$ cat config.mk
export PLATFORM = sky130hd
export DESIGN_NAME = filter_float
export DESIGN_NICKNAME = d
export VERILOG_FILES = /design/src/rtl/filter_float.sv
export SDC_FILE = /design/constraint.sdc
export NUM_CORES = 1
export LEC_CHECK = 0
export ABC_AREA = 1
export ABC_CLOCK_PERIOD_IN_PS = 12000
export BUFFER_PORTS_ARGS = -buffer_cell sky130_fd_sc_hd__buf_4
export CAP_MARGIN = 0
export CORE_MARGIN = 1
export CORE_UTILIZATION = 38
export DETAILED_ROUTE_END_ITERATION = 12
export REMOVE_ABC_BUFFERS = 1
export SLEW_MARGIN = 40
export SYNTH_ARGS = -nofsm -noshare
export SYNTH_HDL_FRONTEND = slang
export SYNTH_SLANG_ARGS = --single-unit
$ cat constraint.sdc
create_clock -name clk -period 12 [get_ports clk]
set_clock_uncertainty 0.05 [all_clocks]
set_input_delay 0.6 -clock clk [delete_from_list [all_inputs] [get_ports clk]]
set_output_delay 0.6 -clock clk [all_outputs]
set_load 0.01 [all_outputs]
$ cat src/rtl/filter_float.sv
// Streaming FIR filter on IEEE-754 single-precision samples.
// One sequential multiply and one add per tap, accumulating in ascending tap order.
module filter_float #(
  parameter int unsigned        TAPS = 4,
  parameter logic [TAPS*32-1:0] COEF = {4{32'h3E800000}}
) (
  input  logic        clk,
  input  logic        rst,
  input  logic [31:0] inSignalUnReg,
  input  logic        newData,
  output logic [31:0] outSignal,
  output logic        dataReady
);

  localparam int unsigned   KW       = (TAPS > 1) ? $clog2(TAPS) : 1;
  localparam int unsigned   CW       = $clog2(TAPS * 32);
  localparam logic [KW-1:0] LAST_TAP = KW'(TAPS - 1);

  typedef enum logic [1:0] {IDLE, MUL, ADD, DONE} stateT;

  // Truncating float multiply; zero/denormal operands give +0, exponent 0xFF gives signed infinity.
  function automatic logic [31:0] fMul(input logic [31:0] a, input logic [31:0] b);
    logic        sgn;
    logic [24:0] pHi;
    logic [22:0] frac;
    int          e;
    sgn = a[31] ^ b[31];
    pHi = 25'((48'({1'b1, a[22:0]}) * 48'({1'b1, b[22:0]})) >> 23);
    e   = int'(a[30:23]) + int'(b[30:23]) - 127;
    if (pHi[24]) begin
      frac = pHi[23:1];
      e    = e + 1;
    end else begin
      frac = pHi[22:0];
    end
    if (a[30:23] == 8'hFF || b[30:23] == 8'hFF) fMul = {sgn, 8'hFF, 23'd0};
    else if (a[30:23] == 8'd0 || b[30:23] == 8'd0 || e <= 0) fMul = 32'd0;
    else if (e >= 255) fMul = {sgn, 8'hFF, 23'd0};
    else fMul = {sgn, 8'(e), frac};
  endfunction

  // Truncating float add; the smaller magnitude is aligned by right shift, bits shifted out are lost.
  function automatic logic [31:0] fAdd(input logic [31:0] a, input logic [31:0] b);
    logic [31:0] big;
    logic [31:0] sml;
    logic [7:0]  shift;
    logic [23:0] mSml;
    logic [23:0] diff;
    logic [24:0] sum;
    logic [22:0] frac;
    int          e;
    int          lz;
    if (a[30:0] >= b[30:0]) begin
      big = a;
      sml = b;
    end else begin
      big = b;
      sml = a;
    end
    shift = big[30:23] - sml[30:23];
    mSml  = {1'b1, sml[22:0]} >> shift;
    sum   = 25'({1'b1, big[22:0]}) + 25'(mSml);
    diff  = {1'b1, big[22:0]} - mSml;
    lz    = 0;
    for (int i = 0; i < 24; i++) begin
      if (diff[i]) lz = 23 - i;
    end
    if (big[31] == sml[31]) begin
      if (sum[24]) begin
        frac = sum[23:1];
        e    = int'(big[30:23]) + 1;
      end else begin
        frac = sum[22:0];
        e    = int'(big[30:23]);
      end
    end else begin
      frac = 23'(diff << lz);
      e    = int'(big[30:23]) - lz;
    end
    if (a[30:23] == 8'hFF) fAdd = {a[31], 8'hFF, 23'd0};
    else if (b[30:23] == 8'hFF) fAdd = {b[31], 8'hFF, 23'd0};
    else if (a[30:23] == 8'd0) fAdd = (b[30:23] == 8'd0) ? 32'd0 : b;
    else if (b[30:23] == 8'd0) fAdd = a;
    else if (big[31] != sml[31] && diff == 24'd0) fAdd = 32'd0;
    else if (e <= 0) fAdd = 32'd0;
    else if (e >= 255) fAdd = {big[31], 8'hFF, 23'd0};
    else fAdd = {big[31], 8'(e), frac};
  endfunction

  stateT         state;
  stateT         stateNext;
  logic [31:0]   x [TAPS];
  logic [31:0]   acc;
  logic [31:0]   prod;
  logic [31:0]   coefSel;
  logic [CW-1:0] coefIdx;
  logic [KW-1:0] k;
  logic          newDataQ;
  logic          risingEdge;

  assign risingEdge = newData & ~newDataQ;
  assign coefIdx    = CW'({k, 5'd0});
  assign coefSel    = COEF[coefIdx +: 32];

  always_ff @(posedge clk) begin
    if (rst) state <= IDLE;
    else     state <= stateNext;
  end

  always_comb begin
    stateNext = state;
    case (state)
      IDLE:    if (risingEdge) stateNext = MUL;
      MUL:     stateNext = ADD;
      ADD:     stateNext = (k == LAST_TAP) ? DONE : MUL;
      DONE:    stateNext = IDLE;
      default: stateNext = IDLE;
    endcase
  end

  // Delay line, MAC datapath and registered outputs.
  always_ff @(posedge clk) begin
    if (rst) begin
      for (int i = 0; i < TAPS; i++) x[i] <= 32'd0;
      acc       <= 32'd0;
      prod      <= 32'd0;
      k         <= '0;
      newDataQ  <= 1'b0;
      outSignal <= 32'd0;
      dataReady <= 1'b0;
    end else begin
      newDataQ  <= newData;
      dataReady <= 1'b0;
      case (state)
        IDLE: begin
          if (risingEdge) begin
            for (int i = 1; i < TAPS; i++) x[i] <= x[i-1];
            x[0] <= inSignalUnReg;
            acc  <= 32'd0;
            k    <= '0;
          end
        end
        MUL: prod <= fMul(coefSel, x[k]);
        ADD: begin
          acc <= fAdd(acc, prod);
          if (k != LAST_TAP) k <= k + KW'(1);
        end
        DONE: begin
          outSignal <= acc;
          dataReady <= 1'b1;
        end
        default: ;
      endcase
    end
  end

endmodule

==> flow_summary_export.csv, run 1 <==
group,metric,value,unit
yosys,synth.most_common_cell,"nand2_1",
route,vias,18400,
yosys,synthFlopType,"edfxtp_1",
global_route,grtUsageTotal,0.239,
global_route,gr-total-overflow,0,
sta,finalMaxSlewViolations,0,
global_route,grtUsageMet2,0.414,
floorplan,start_util,0.387,
worst_setup_path,required,12350,ps
yosys,synth_cells,2853,
sta,max_freq,91.7,MHz
route,first_pass_iters,6,
global_route,grt_pass1_vias,17300,
yosys,synth_common_cells,"720 x nand2_1, 397 x inv_1, 338 x nor2_1",
finish,antennaDiodeCount,0,
finish,final_core_util,0.425,
yosys,ys_seq_elements,232,
global_route,met3_usage,0.0155,
yosys,syn_area,18600,µm²
sta,finalCritPeriodShare,0.908,
yosys,synth_area_per_cell,6.52,µm²
placed_design,port_buffers,67,
run,maxCapViolCount,0,
yosys,yosysUniqueCellTypes,61,
placed_design,place_worst_setup_slack,988,ps
yosys,synthXorXnorAreaFrac,0.0244,
yosys,synth_fa_ha_area_frac,0.0705,
yosys,synth-async-reset-ratio,0,
placed_design,hpwl,47.0,mm
global_route,grt_pass1_wl,95.2,mm
worst_setup_path,max_stage_delay,450,ps
worst_setup_path,slowest_stage,"ha_1",
worst_setup_path,worstPathArrival,11250,ps
worst_setup_path,critPathMaxFanout,19,
clock_network,cts_root_buffer,"clkbuf_16",
route,ant_nets,0,
sta,rsz0062_at_grt,"true",
finish,drive_gt1_frac,0.0756,
global_route,met1_usage,0.315,
floorplan,dieArea,49900,µm²
clock_network,cts.sinks,232,
floorplan,core_region_area,48000,µm²
sta,tightest_slew,840,ps
sta,period_minus_slack,10900,ps
outcome,status,"completed",
floorplan,dieHeight,223,µm
route,avgRoutedWirePerCell,17.5,µm
placed_design,gp_congestion,0.987,
sta,hold_violations,0,
global_route,grt_max_degree,101,
route,viasPerCell,5.30,
finish,fin_nets,2977,
yosys,yosysTopAreaCell,"edfxtp_1",
clock_network,clkTransAtPathRegs,70,ps
route,wirelength,60.8,mm
floorplan,ios,68,
global_route,top_usage_layer,"met2",
global_route,antenna_found_initial,0,
sta,fin_ws,1100,ps
worst_setup_path,startpoint_type,"flip-flop",
sta,setup_viol,0,
yosys,yosysSeqAreaShare,0.318,
worst_setup_path,endpoint_kind,"flip-flop",
clock_network,postCtsHoldBufs,0,
route,drtIter0Drc,1601,
clock_network,cts_buffer_depth,3,
clock_network,cts_tree,"done",
yosys,synth_mux_area_frac,0,
clock_network,htreeDepth,1,
worst_setup_path,crit_path_frequent_cell,"nand2_1",
yosys,synth_top_family_by_area,"simple AND/OR/NAND/NOR gates",
sta,slew_headroom,0.434,
yosys,ys.warnings.count,0,
floorplan,die_w,223,µm
yosys,synth_top_area_share,0.207,
yosys,synth_compound_area_frac,0.159,
clock_network,cts_made_buffers,24,
min_path,holdCritPathClass,"primary input to flip-flop",
yosys,synth_edf_count,128,
yosys,yosys.area_share.simple,0.314,
yosys,synth_area_leaders,"edfxtp_1 21%, nand2_1 15%, dfxtp_1 11%, inv_1 8.0%, nor2_1 6.8%",
finish,fillers,5176,
clock_network,insertion_delay,550,ps
floorplan,fp-row-count,80,
route,route.detailed.drc,0,
worst_setup_path,path_class,"flip-flop to flip-flop",
finish,area_growth,9.59,%
## final timing paths
check | cells past startpoint | slack, ps | from | endpoint
min reg2reg | 2 | 420 | prod[6] | prod[6]
min | 3 | 230 | newData | newDataQ
max | 84 | 1100 | prod[23] | acc[11]
max reg2reg | 84 | 1100 | prod[23] | acc[11]
## metal layers
layer / share of wire / up-vias
met5: 0 / -
met4: 0.032 / 0
met3: 0.041 / 89
met2: 0.48 / 472
met1: 0.45 / 8642
li1: - / 9207
## final cells by class
| type | count | area (µm²) | share of cell area |
|---|---|---|---|
| clock buffers | 36 | 719 | 0.0353 |
| inverters | 410 | 1540 | 0.0756 |
| flip-flops and latches | 232 | 5930 | 0.291 |
| multi-input cells | 2078 | 10600 | 0.522 |
| repair inverters | 2 | 15.0 | 0.000736 |
| well taps | 615 | 769 | 0.0377 |
| repair buffers | 91 | 711 | 0.0348 |
| clock inverters | 8 | 61.3 | 0.00301 |
## cells by family after synthesis
group,count (synthesis)
and+or+nand+nor,1376
AOI/OAI and AO/OA,548
buffers and inverters,543
DFF,232
adders and majority gates,103
xor gates and xnor gates,51
## repair_timing
action                     4_1_cts  5_1_grt
setup endpoints to repair        0       32
setup buffers                    0        1
gates resized for setup          0       11
## layout by cell type (no fill, tap or decap), types with 17 or more instances in the layout
master     instances
nand2_1          717
inv_1            393
nor2_1           337
a21oi_1          247
o21ai_0          211
nand3_1          201
edfxtp_1         128
dfxtp_1          103
ha_1             100
buf_4             87
xor2_1            44
clkbuf_16         25
o22ai_1           22
nand4_1           21
nand2_2           17
nor3_1            17
## worst max-delay path: cells and delay by family (launching register included)
family	cells	cell delay (ps)
simple gates	56	5840
fa+ha+maj	6	1610
buf+inv	14	1280
compound gates	7	1170
flops	1	410
xor+xnor	1	350
## through the flow
stage | TNS, ps | hold WS (ps) | area (µm²) | instances
global placement | 0 | 404 | 19500 | 3424
finish | 0 | 234 | 20400 | 3472
global route | -300 | 267 | 20400 | 3472
CTS | 0 | 214 | 20300 | 3469
floorplan | 0 | 389 | 18000 | 2720
detailed placement | 0 | 405 | 19500 | 3425
## sequential cells by signal, summed over array words and instances (netlist names), named ones only
| name | count |
|---|---|
| x | 128 |
| acc | 32 |
| outSignal | 32 |
| prod | 32 |
| k | 2 |
| state | 2 |
| dataReady | 1 |
| newDataQ | 1 |
Power of run 1 is left out: the tool's default activity adds up to more than one toggle a clock period on the data nets, which glitch-free logic cannot reach.
==> run 2, diff against run 1 <==
--- a/config.mk
+++ b/config.mk
@@ -11,6 +11,7 @@
 export CAP_MARGIN = 0
 export CORE_MARGIN = 1
 export CORE_UTILIZATION = 38
+export CTS_BUF_LIST = sky130_fd_sc_hd__clkbuf_8
 export DETAILED_ROUTE_END_ITERATION = 12
 export REMOVE_ABC_BUFFERS = 1
 export SLEW_MARGIN = 40
==> flow_summary_export.csv, run 2 (synthesis results as in run 1) <==
group,metric,value,unit
worst_setup_path,cp_top_family,"simple AND/OR/NAND/NOR gates",
global_route,grt_max_degree,101,
clock_network,cts.sinks,232,
sta,finalCritPeriodShare,0.906,
route,vias,18600,
worst_setup_path,required,12340,ps
sta,finalMaxSlewViolations,0,
finish,drive_gt1_frac,0.0818,
sta,setup_viol,0,
finish,largest_reg_flops,128,
route,wirelength,61.1,mm
route,viasPerCell,5.31,
sta,hold_violations,0,
worst_setup_path,path_class,"flip-flop to flip-flop",
min_path,holdCritPathClass,"primary input to flip-flop",
clock_network,postCtsHoldBufs,0,
global_route,grt_pass1_wl,95.5,mm
clock_network,insertion_delay,550,ps
placed_design,gp_congestion,0.987,
finish,antennaDiodeCount,0,
clock_network,cts_made_buffers,39,
sta,tightest_slew,939,ps
route,route.detailed.drc,0,
finish,multi_input_area,10700,µm²
route,avgRoutedWirePerCell,17.5,µm
route,first_pass_iters,8,
clock_network,cts_tree,"done",
finish,largest-register,"x",
sta,period_minus_slack,10870,ps
floorplan,fp-row-count,80,
sta,slew_headroom,0.358,
global_route,antenna_found_initial,0,
finish,final_cell_mix,"717 x nand2_1, 409 x inv_1, 337 x nor2_1",
worst_setup_path,crit_path_frequent_cell,"nand2_1",
clock_network,cts_root_buffer,"clkbuf_8",
finish,fin_nets,2993,
finish,regArea,5930,µm²
finish,layout_commonest_cell,"nand2_1",
worst_setup_path,worstPathArrival,11220,ps
floorplan,dieArea,49900,µm²
sta,hold_slack,224,ps
worst_setup_path,startpoint_type,"flip-flop",
clock_network,htreeDepth,2,
outcome,status,"completed",
global_route,gr-total-overflow,0,
global_route,grt_pass1_vias,17500,
run,maxCapViolCount,0,
floorplan,ios,68,
worst_setup_path,endpoint_kind,"flip-flop",
worst_setup_path,max_stage_delay,430,ps
clock_network,cts_buffer_depth,3,
floorplan,dieHeight,223,µm
finish,fillers,5214,
placed_design,port_buffers,67,
global_route,grtUsageTotal,0.241,
floorplan,core_region_area,48000,µm²
route,ant_nets,0,
floorplan,die_w,223,µm
worst_setup_path,slowest_stage,"dfxtp_1",
sta,max_freq,92.0,MHz
route,drtIter0Drc,1680,
clock_network,clkTransAtPathRegs,60,ps
placed_design,hpwl,47.0,mm
finish,area_growth,9.68,%
worst_setup_path,critPathMaxFanout,19,
worst_setup_path,crit_buf_inv,14,
floorplan,start_util,0.387,
-- run 2: cell types whose count changed in the layout (fill, tap and decap cells not counted), moves of 3 or more --
cell,previous run,this run
inv_1,393,409
clkbuf_16,25,0
clkbuf_1,4,0
clkbuf_8,5,46
ha_2,0,3
ha_1,100,97
-- run 2: final cells by class --
cell class,instances,share of cell area
timing repair buffer,92,0.0352
sequential,232,0.290
inverter,410,0.0756
clock inverter,25,0.00674
tap,615,0.0377
multi-input combinational,2078,0.523
clock buffer,46,0.0310
timing repair inverter,2,0.000736
-- run 2: path summary, 6_finish.rpt --
path / slack [ps] / end / cells past startpoint / startpoint
max: 1130 / acc[11] / 82 / prod[30]
min: 220 / newDataQ / 3 / newData
max reg2reg: 1130 / acc[11] / 82 / prod[30]
min reg2reg: 420 / prod[8] / 2 / prod[8]
-- run 2: worst register-to-register path, delay by kind of cell (launching register included) --
family | cells | cell delay, ps
xor gates and xnor gates | 1 | 370
buffers and inverters | 14 | 1310
and+or+nand+nor | 53 | 5610
adders and majority gates | 6 | 1530
DFF | 1 | 430
AOI/OAI and AO/OA | 8 | 1400
-- run 2: stage by stage --
stage | util | instance area, µm² | setup TNS, ps | worst slack [ps] | cells
6_report | 0.425 | 20400 | 0 | 1130 | 3500
5_1_grt | 0.425 | 20400 | -1.49 | -1.49 | 3500
4_1_cts | 0.422 | 20300 | 0 | 918 | 3496
3_5_place_dp | 0.406 | 19500 | 0 | 988 | 3425
3_3_place_gp | 0.406 | 19500 | 0 | 1160 | 3424
2_1_floorplan | - | 18000 | 0 | 2230 | 2720
-- run 2: metal layers --
| metal | vias up | part of all wire | wire length, µm | global-route usage |
|---|---|---|---|---|
| met5 | - | 0 | 0 | 0 |
| met4 | 0 | 0.033 | 2050 | 0.0899 |
| met3 | 106 | 0.042 | 2560 | 0.0180 |
| met2 | 508 | 0.48 | 29100 | 0.414 |
| met1 | 8720 | 0.45 | 27400 | 0.314 |
| li1 | 9240 | - | - | - |
-- run 2: repair_timing --
action	in CTS	in global routing
resized for setup	0	15
endpoints found under the setup margin	0	32
setup buffers	0	2
Power of run 2 is left out for the same reason.
